`src/rtl/switch_sel_debounce.sv`:
```
// switch_sel_debounce: synchronizes and debounces two push-buttons into a
// registered 2-bit demux select with change and per-switch press strobes.
module switch_sel_debounce #(
   parameter int DEBOUNCE_LIMIT = 250000
) (
   input  logic i_Clk,
   input  logic i_Rst_L,
   input  logic i_Switch_1,
   input  logic i_Switch_2,
   output logic o_Sel0,
   output logic o_Sel1,
   output logic o_Sel_Change,
   output logic o_Press_1,
   output logic o_Press_2
);
   localparam int CW = $clog2(DEBOUNCE_LIMIT);
   localparam logic [CW-1:0] LAST = CW'(DEBOUNCE_LIMIT - 1);

   typedef enum logic {STABLE, CHECKING} state_t;

   logic [1:0] raw, db, sel, press;
   logic       change;

   assign raw = {i_Switch_2, i_Switch_1};

   for (genvar s = 0; s < 2; s++) begin : g_sw
      logic          meta, synced, deb, deb_next;
      logic [CW-1:0] cnt, cnt_next;
      state_t        state, state_next;

      always_ff @(posedge i_Clk or negedge i_Rst_L)
         if (!i_Rst_L) begin
            meta   <= 1'b0;
            synced <= 1'b0;
            deb    <= 1'b0;
            cnt    <= '0;
            state  <= STABLE;
         end else begin
            meta   <= raw[s];
            synced <= meta;
            deb    <= deb_next;
            cnt    <= cnt_next;
            state  <= state_next;
         end

      // A mismatch that survives to the last count is accepted; any return to
      // the debounced level drops back to STABLE with a cleared counter.
      always_comb begin
         state_next = STABLE;
         cnt_next   = '0;
         deb_next   = deb;
         if (synced != deb) begin
            if (state == CHECKING && cnt == LAST)
               deb_next = synced;
            else begin
               state_next = CHECKING;
               cnt_next   = cnt + CW'(1);
            end
         end
      end

      assign db[s] = deb;
   end

   always_ff @(posedge i_Clk or negedge i_Rst_L)
      if (!i_Rst_L) begin
         sel    <= 2'b00;
         change <= 1'b0;
         press  <= 2'b00;
      end else begin
         sel    <= db;
         change <= db != sel;
         press  <= db & ~sel;
      end

   assign o_Sel0       = sel[0];
   assign o_Sel1       = sel[1];
   assign o_Sel_Change = change;
   assign o_Press_1    = press[0];
   assign o_Press_2    = press[1];
endmodule

```
`config.mk`:
```
export PLATFORM = sky130hd
export DESIGN_NAME = switch_sel_debounce
export DESIGN_NICKNAME = d
export VERILOG_FILES = /design/src/rtl/switch_sel_debounce.sv
export SDC_FILE = /design/constraint.sdc
export NUM_CORES = 1
export LEC_CHECK = 0
export ABC_CLOCK_PERIOD_IN_PS = 3900
export CAP_MARGIN = 40
export CELL_PAD_IN_SITES_DETAIL_PLACEMENT = 1
export CELL_PAD_IN_SITES_GLOBAL_PLACEMENT = 2
export CORE_ASPECT_RATIO = 0.5
export CORE_MARGIN = 2
export CORE_UTILIZATION = 43
export DETAILED_ROUTE_END_ITERATION = 10
export GPL_TIMING_DRIVEN = 0
export HOLD_SLACK_MARGIN = 0.08
export PLACE_DENSITY = 0.86
export SYNTH_ARGS = -nofsm -noshare
export SYNTH_HDL_FRONTEND = slang
export SYNTH_SLANG_ARGS = --single-unit
```
`constraint.sdc`:
```
create_clock -name i_Clk -period 3.9 [get_ports i_Clk]
set_clock_uncertainty 0.1 [all_clocks]
set_input_delay 0.975 -clock i_Clk [delete_from_list [all_inputs] [get_ports i_Clk]]
set_output_delay 0.975 -clock i_Clk [all_outputs]
set_load 0.05 [all_outputs]
```
==> results of run 1 <==
-- kinds of logic (layout without fill, tap and decap cells) --
| logic type | Yosys count | after routing | synth area share [%] |
|---|---|---|---|
| simple gates | 101 | 101 | 23.52 |
| flops | 49 | 49 | 54.23 |
| xor+xnor | 28 | 28 | 10.85 |
| buf+inv | 16 | 33 | 3.874 |
| compound gates | 14 | 14 | 4.316 |
| fa+ha+maj | 4 | 4 | 2.214 |
| mux | 2 | 2 | 0.9961 |
-- stage by stage --
stage	hold WS, ns	utilization, %	std cells	total power [uW]
CTS	0.2577	51.55	301	995.3
floorplan	0.2312	-	214	548.8
global placement	0.2358	48.57	292	566.4
detailed placement	0.2358	48.87	293	570.2
finish	0.2534	51.55	301	980.8
global route	0.2634	51.55	301	1026
-- worst max path at each step --
stage | from | end | slack [ns] | cells past startpoint
floorplan | g_sw[0].cnt[11]$_DFF_PN0_ | g_sw[0].cnt[12]$_DFF_PN0_ | 2.07 | 6
CTS | sel[0]$_DFF_PN0_ | o_Sel0 | 1.35 | 1
global placement | i_Rst_L | g_sw[0].cnt[15]$_DFF_PN0_ | 0.38 | 1
global route | sel[0]$_DFF_PN0_ | o_Sel0 | 1.30 | 1
detailed placement | sel[0]$_DFF_PN0_ | o_Sel0 | 1.69 | 1
finish | sel[0]$_DFF_PN0_ | o_Sel0 | 1.37 | 1
-- flip-flops by register name, indices dropped and copies added, names as in the netlist --
name / count
press: 2
o_Sel_Change: 1
g_sw.cnt: 36
sel: 2
g_sw.synced: 2
g_sw.state: 2
g_sw.meta: 2
g_sw.deb: 2
-- where the power goes --
part           internal, uW  switching (uW)
logic                  13.7            22.4
clock network           255             168
registers               516            6.34
total                   784             197
-- metal layers --
metal	up-vias	part of all wire (%)	global-route usage (%)
met1	818	47	21.98
met5	-	0	0
li1	776	-	-
met4	0	0.68	4.453
met2	14	49	28.75
met3	4	2.7	5.195
-- synth_stat cells --
library cell and instances:
and2_1 1, mux2_2 2, or4_1 3, a31o_2 1, and3_1 5, nand4_1 15, or4b_1 1, nor4_2 1
and4_2 2, inv_1 9, nor4_1 6, clkbuf_1 2, buf_12 1, nand3_1 11, ha_1 4, a21o_1 1
nand2_1 11, buf_6 1, a21oi_1 6, o31ai_4 1, o21ai_0 3, xnor2_1 16, or3_1 2, o31ai_1 2
xor2_1 12, nor3_1 6, and4_1 1, nor2_1 33, nand4b_1 3, dfrtp_1 49, buf_2 3
-- cell type report --
type	instances	area, um2	share of cell area, %
buffer	7	53.80	2.087
tap	70	87.58	3.398
multi-input combinational	149	947.2	36.75
clock buffer	5	68.82	2.670
inverter	9	33.78	1.311
sequential	49	1226	47.57
timing repair buffer	9	95.09	3.689
clock inverter	3	65.06	2.524
==> results.tsv, run 1 <==
stage	metric	value	unit
logic_synthesis	syn_nets	222	
floorplanning	std_cell_rows	18	
finish	drive_gt1_share	9.524	%
drt	dr.pass1.iters	4	
logic_synthesis	avgSynthCellArea	10.57	um2
sta	tightest_slew	0.6257	ns
finish	mostFrequentLayoutCells	dfrtp_1 (49), nor2_1 (33), xnor2_1 (16), nand4_1 (15), xor2_1 (12)	
critical_path	cp-start-kind	flop	
global_routing	grt_start_max_net_pins	36	
logic_synthesis	synth-seq-cells	49	
cts	ctsResizeCount	0	
placed_design	place_area	2444	um2
logic_synthesis	netlist_instances	214	
sta	period_minus_slack	2.529	ns
hold_path	min_to	g_sw[1].synced$_DFF_PN0_	
critical_path	rr_worst_depth	6	
cts	cts_hold_buf	0	
cts	cts-root-buf	clkbuf_8	
critical_path	worst_ep_required_time	2.82	ns
global_routing	antenna_found_initial	0	
critical_path	endpoint_kind	primary output	
drt	avgRoutedWirePerCell	15.05	um
status	status	finished, final reports clean	
logic_synthesis	yosysSeqAreaShare	54.23	%
cts	clock-sinks	49	
drt	viasPerCell	5.355	
sta	setup_viol	0	
global_routing	overflow	0	
critical_path	crit_type	flop to primary output	
sta	fin_crit_sh	64.84	%
critical_path	critPathSlowestCell	clkdlybuf4s50_1	
finish	nets	238	
placed_design	portBuffers	8	
global_routing	grtUsageTotal	17.17	%
global_routing	grt_pass1_vias	1737	
cts	cts_setup_buffers	0	
hold_path	holdCritPathClass	flop to flop	
floorplanning	dieHeight	55.28	um
drt	wl	4.531	mm
critical_path	r2r_setup_slack	1.75	ns
sta	hold_viol_final	0	
finish	diodes	0	
cts	clock_latency	0.30	ns
sta	max_clock_freq	395.4	MHz
logic_synthesis	yosys_warnings	0	
critical_path	r2r_end	g_sw[1].cnt[12]$_DFF_PN0_	
cts	cts_buffers	5	
logic_synthesis	synth_area_leader_cell	dfrtp_1	
critical_path	cp_top_family	buffers and inverters	
critical_path	r2r_start	g_sw[1].cnt[0]$_DFF_PN0_	
finish	area_growth	14.00	%
finish	post-route-cell-area	2577	um2
floorplanning	coreArea	5000	um2
cts	path_clk_slew	0.09	ns
floorplanning	ioPinCount	9	
cts	clockBufferDepth	2	
floorplanning	start_util	45.22	%
placed_design	hpwl	3.168	mm
floorplanning	die_w	106.5	um
critical_path	cpPeakStageDelay	0.80	ns
critical_path	path_cells	clkdlybuf4s50_1	
sta	maxSlewViolCount	0	
sta	final.setup.worst_slack	1.371	ns
global_routing	grt_pass1_wl	7.969	mm
cts	htree_levels	2	
logic_synthesis	synth_area_leaders	dfrtp_1 (54%), xnor2_1 (6.2%), nor2_1 (5.5%)	
drt	vias	1612	
logic_synthesis	syn_area	2261	um2
hold_path	holdCritStartpoint	g_sw[1].meta$_DFF_PN0_	
hold_path	holdPathStages	0	
finish	n_fill_cell	573	
power_and_ir_drop	leakage	0.001087	uW
floorplanning	die_area	5889	um2
cts	cts_tree	done	
finish	final_common_cell	dfrtp_1	
power_and_ir_drop	vdd_drop_max	0.1571	mV
sta	rsz0062_at_grt	false	
drt	ant_nets	0	
drt	drc	0	
job	maxCapViolCount	0	
critical_path	crit_fanout	2	
sta	slew_headroom	57.90	%
placed_design	dp_slack	1.687	ns
critical_path	cp_data_arrival_time	1.45	ns
drt	dr.first_iter.drc_count	42	
logic_synthesis	ys_types	31	
critical_path	crit_buf_inv	1	
placed_design	routabilityCongestion	0.7770	
logic_synthesis	yosysTopAreaCellShare	54.23	%
sta	tns	0	ns
power_and_ir_drop	powerDensity	380.5	nW/um2
No activity file was read; power rests on OpenSTA's default activity.
==> inputs of run 2 (changes only) <==
==> config.mk (replaced) <==
export PLATFORM = sky130hd
export DESIGN_NAME = switch_sel_debounce
export DESIGN_NICKNAME = d
export VERILOG_FILES = /design/src/rtl/switch_sel_debounce.sv
export SDC_FILE = /design/constraint.sdc
export NUM_CORES = 1
export LEC_CHECK = 0
export ABC_CLOCK_PERIOD_IN_PS = 2100
export CAP_MARGIN = 40
export CELL_PAD_IN_SITES_DETAIL_PLACEMENT = 1
export CELL_PAD_IN_SITES_GLOBAL_PLACEMENT = 2
export CORE_ASPECT_RATIO = 0.5
export CORE_MARGIN = 2
export CORE_UTILIZATION = 36
export DETAILED_ROUTE_END_ITERATION = 10
export GPL_TIMING_DRIVEN = 0
export HOLD_SLACK_MARGIN = 0.08
export PLACE_DENSITY = 0.78
export SYNTH_ARGS = -nofsm -noshare
export SYNTH_HDL_FRONTEND = slang
export SYNTH_SLANG_ARGS = --single-unit
==> constraint.sdc (replaced) <==
create_clock -name i_Clk -period 2.1 [get_ports i_Clk]
set_clock_uncertainty 0.1 [all_clocks]
set_input_delay 0.525 -clock i_Clk [delete_from_list [all_inputs] [get_ports i_Clk]]
set_output_delay 0.525 -clock i_Clk [all_outputs]
set_load 0.05 [all_outputs]
==> results.tsv, run 2 (synthesized netlist as in run 1, its figures left out) <==
stage	metric	value	unit	change
finish	largest_reg_flops	36		unchanged
global_routing	grtUsageTotal	15.05	%	was 17.17%
critical_path	r2r_setup_slack	0.08	ns	was 1.75 ns
cts	cts-root-buf	clkbuf_16		was clkbuf_8
power_and_ir_drop	p_clk_share	47.5	%	was 43.1%
finish	regMostFlops	g_sw.cnt		unchanged
cts	htree_levels	2		unchanged
power_and_ir_drop	p_comb_share	3.5	%	was 3.7%
power_and_ir_drop	switching_share	20.12	%	was 20.05%
critical_path	rr_worst_depth	6		unchanged
finish	area_growth	17.27	%	was 14.00%
critical_path	path_cells	clkdlybuf4s50_1		unchanged
finish	final_common_cell	dfrtp_1		unchanged
cts	cts_tree	done		unchanged
sta	setup_viol	0		unchanged
drt	dr.first_iter.drc_count	57		was 42
critical_path	critPathSlowestCell	clkdlybuf4s50_1		unchanged
global_routing	top_usage_layer	met2		unchanged
floorplanning	dieHeight	60.04	um	was 55.28 um
power_and_ir_drop	leakage	0.001145	uW	was 0.001087 uW
job	maxCapViolCount	0		unchanged
finish	final_util	43.78	%	was 51.55%
drt	dr.pass1.iters	4		unchanged
global_routing	antenna_found_initial	0		unchanged
critical_path	crit_type	flop to primary output		unchanged
sta	rsz0062_at_grt	false		unchanged
cts	clock-sinks	49		unchanged
critical_path	cp_num_cells	1		unchanged
sta	period_minus_slack	2.045	ns	
drt	drc	0		unchanged
sta	fin_crit_sh	97.38	%	
critical_path	cpPeakStageDelay	0.80	ns	about the same
drt	ant_nets	0		unchanged
global_routing	grt_pass1_wl	7.707	mm	was 7.969 mm
placed_design	hpwl	3.240	mm	was 3.168 mm
floorplanning	die_area	6969	um2	was 5889 um2
drt	avgRoutedWirePerCell	14.37	um	was 15.05 um
global_routing	grt_start_max_net_pins	27		was 36
power_and_ir_drop	powerDensity	746.4	nW/um2	was 380.5 nW/um2
critical_path	crit_end	o_Press_2		was o_Sel0
power_and_ir_drop	pwr-share-seq	49.0	%	was 53.2%
hold_path	holdCritPathClass	primary input to async pin		was flop to flop
global_routing	grt_pass1_vias	1594		was 1,737
global_routing	grt_use_met2	25.40	%	was 28.75%
floorplanning	start_util	37.33	%	was 45.22%
floorplanning	std_cell_rows	20		was 18
placed_design	placed_cells	311		was 293
cts	cts_buffers	5		unchanged
cts	cts_hold_buf	0		unchanged
drt	viasPerCell	5.097		was 5.355
power_and_ir_drop	vdd_drop_max	0.2691	mV	was 0.1571 mV
sta	hold_viol_final	0		unchanged
power_and_ir_drop	net-switching-power	398.2	uW	was 196.6 uW
critical_path	r2r_start	g_sw[0].cnt[6]$_DFF_PN0_		was g_sw[1].cnt[0]$_DFF_PN0_
finish	drive_gt1_share	9.483	%	was 9.524%
drt	wl	4.597	mm	was 4.531 mm
finish	instances_no_fill	320		was 301
global_routing	grt_use_met1	18.77	%	was 21.98%
drt	vias	1631		was 1,612
critical_path	crit_fanout	1		was 2
finish	nets	239		was 238
cts	clock_latency	0.29	ns	was 0.30 ns
floorplanning	ioPinCount	9		unchanged
critical_path	r2r_end	g_sw[0].cnt[10]$_DFF_PN0_		was g_sw[1].cnt[12]$_DFF_PN0_
cts	path_clk_slew	0.07	ns	was 0.09 ns
status	status	finished, final reports clean		unchanged
power_and_ir_drop	internal-power	1581	uW	was 784.2 uW
finish	mostFrequentLayoutCells	dfrtp_1 (49), nor2_1 (33), xnor2_1 (16), nand4_1 (15), xor2_1 (12)		unchanged
placed_design	routabilityCongestion	0.7390		was 0.7770
sta	max_clock_freq	489.0	MHz	
critical_path	cp_data_arrival_time	1.42	ns	was 1.45 ns
critical_path	cp_top_family	buffers and inverters		unchanged
critical_path	cp-start-kind	flop		unchanged
critical_path	worst_ep_required_time	1.47	ns	was 2.82 ns
floorplanning	coreArea	6056	um2	was 5000 um2
sta	fin_hold_ws	0.1170	ns	was 0.2534 ns
placed_design	portBuffers	8		unchanged
sta	maxSlewViolCount	0		unchanged
critical_path	endpoint_kind	primary output		unchanged
sta	slew_headroom	59.20	%	was 57.90%
critical_path	crit_buf_inv	1		unchanged
floorplanning	die_w	116.1	um	was 106.5 um
global_routing	grt_util_met3	3.955	%	was 5.195%
global_routing	overflow	0		unchanged
sta	tightest_slew	0.6065	ns	was 0.6257 ns
critical_path	worstSetupStartpoint	press[1]$_DFF_PN0_		was sel[0]$_DFF_PN0_
finish	diodes	0		unchanged
cts	clockBufferDepth	2		unchanged
run 2: changes by cell type in the layout (fill, tap and decap cells not counted), sizes merged:
cell           delta
clkbuf            +2
dlymetal6s2s      +2
bufinv            -1
clkinv            -1
clkdlybuf4s50     -2
buf               +1
run 2: worst min-delay path by stage:
stage	endpoint	slack, ns	depth (start not counted)
CTS	g_sw[1].cnt[11]$_DFF_PN0_	0.14	1
detailed placement	g_sw[1].synced$_DFF_PN0_	0.24	0
global placement	g_sw[1].synced$_DFF_PN0_	0.24	0
global route	g_sw[1].cnt[11]$_DFF_PN0_	0.16	1
finish	g_sw[1].cnt[11]$_DFF_PN0_	0.12	1
floorplan	g_sw[0].cnt[0]$_DFF_PN0_	0.13	0
run 2: area by class of cell:
type / instances / area (um2)
Inverter: 9 / 33.78
Tap cell: 88 / 110.1
Multi-Input combinational cell: 149 / 947.2
Clock buffer: 7 / 142.6
Timing Repair Buffer: 10 / 107.6
Clock inverter: 1 / 30.03
Buffer: 7 / 53.80
Fill cell: 692 / 3405
Sequential cell: 49 / 1226
run 2: what timing repair did:
| action | in CTS | in global routing |
|---|---|---|
| buffers inserted | 1 | 0 |
| gates resized for setup | 0 | 2 |
| pin swaps | 1 | 0 |
| hold endpoints to repair | 0 | 0 |
| setup endpoints to repair | 10 | 2 |
run 2: per-stage QoR:
step	total power [uW]	instance area [um2]	setup TNS, ns	setup WS, ns
floorplan	1019	2261	0	0.2690
global placement	1053	2451	-49.64	-1.014
detailed placement	1059	2466	-0.1619	-0.02767
CTS	2020	2646	0	0.002343
global route	2057	2651	0	0.001776
finish	1979	2651	0	0.05512
run 2: power groups by stage:
| stage | clock network (uW) | registers (uW) | logic, uW |
|---|---|---|---|
| 4_1_cts | 977 | 970 | 72.9 |
| 3_5_place_dp | 0 | 988 | 71.1 |
| 5_1_grt | 1010 | 972 | 79.5 |
| 2_1_floorplan | 0 | 986 | 33.6 |
| 6_report | 940 | 970 | 68.8 |
| 3_3_place_gp | 0 | 987 | 65.5 |
run 2: metal layers:
layer | routed length (um) | vias to the layer above
met1 | 2151 | 825
li1 | - | 788
met2 | 2292 | 10
met3 | 77 | 8
met5 | 0 | -
met4 | 76 | 0
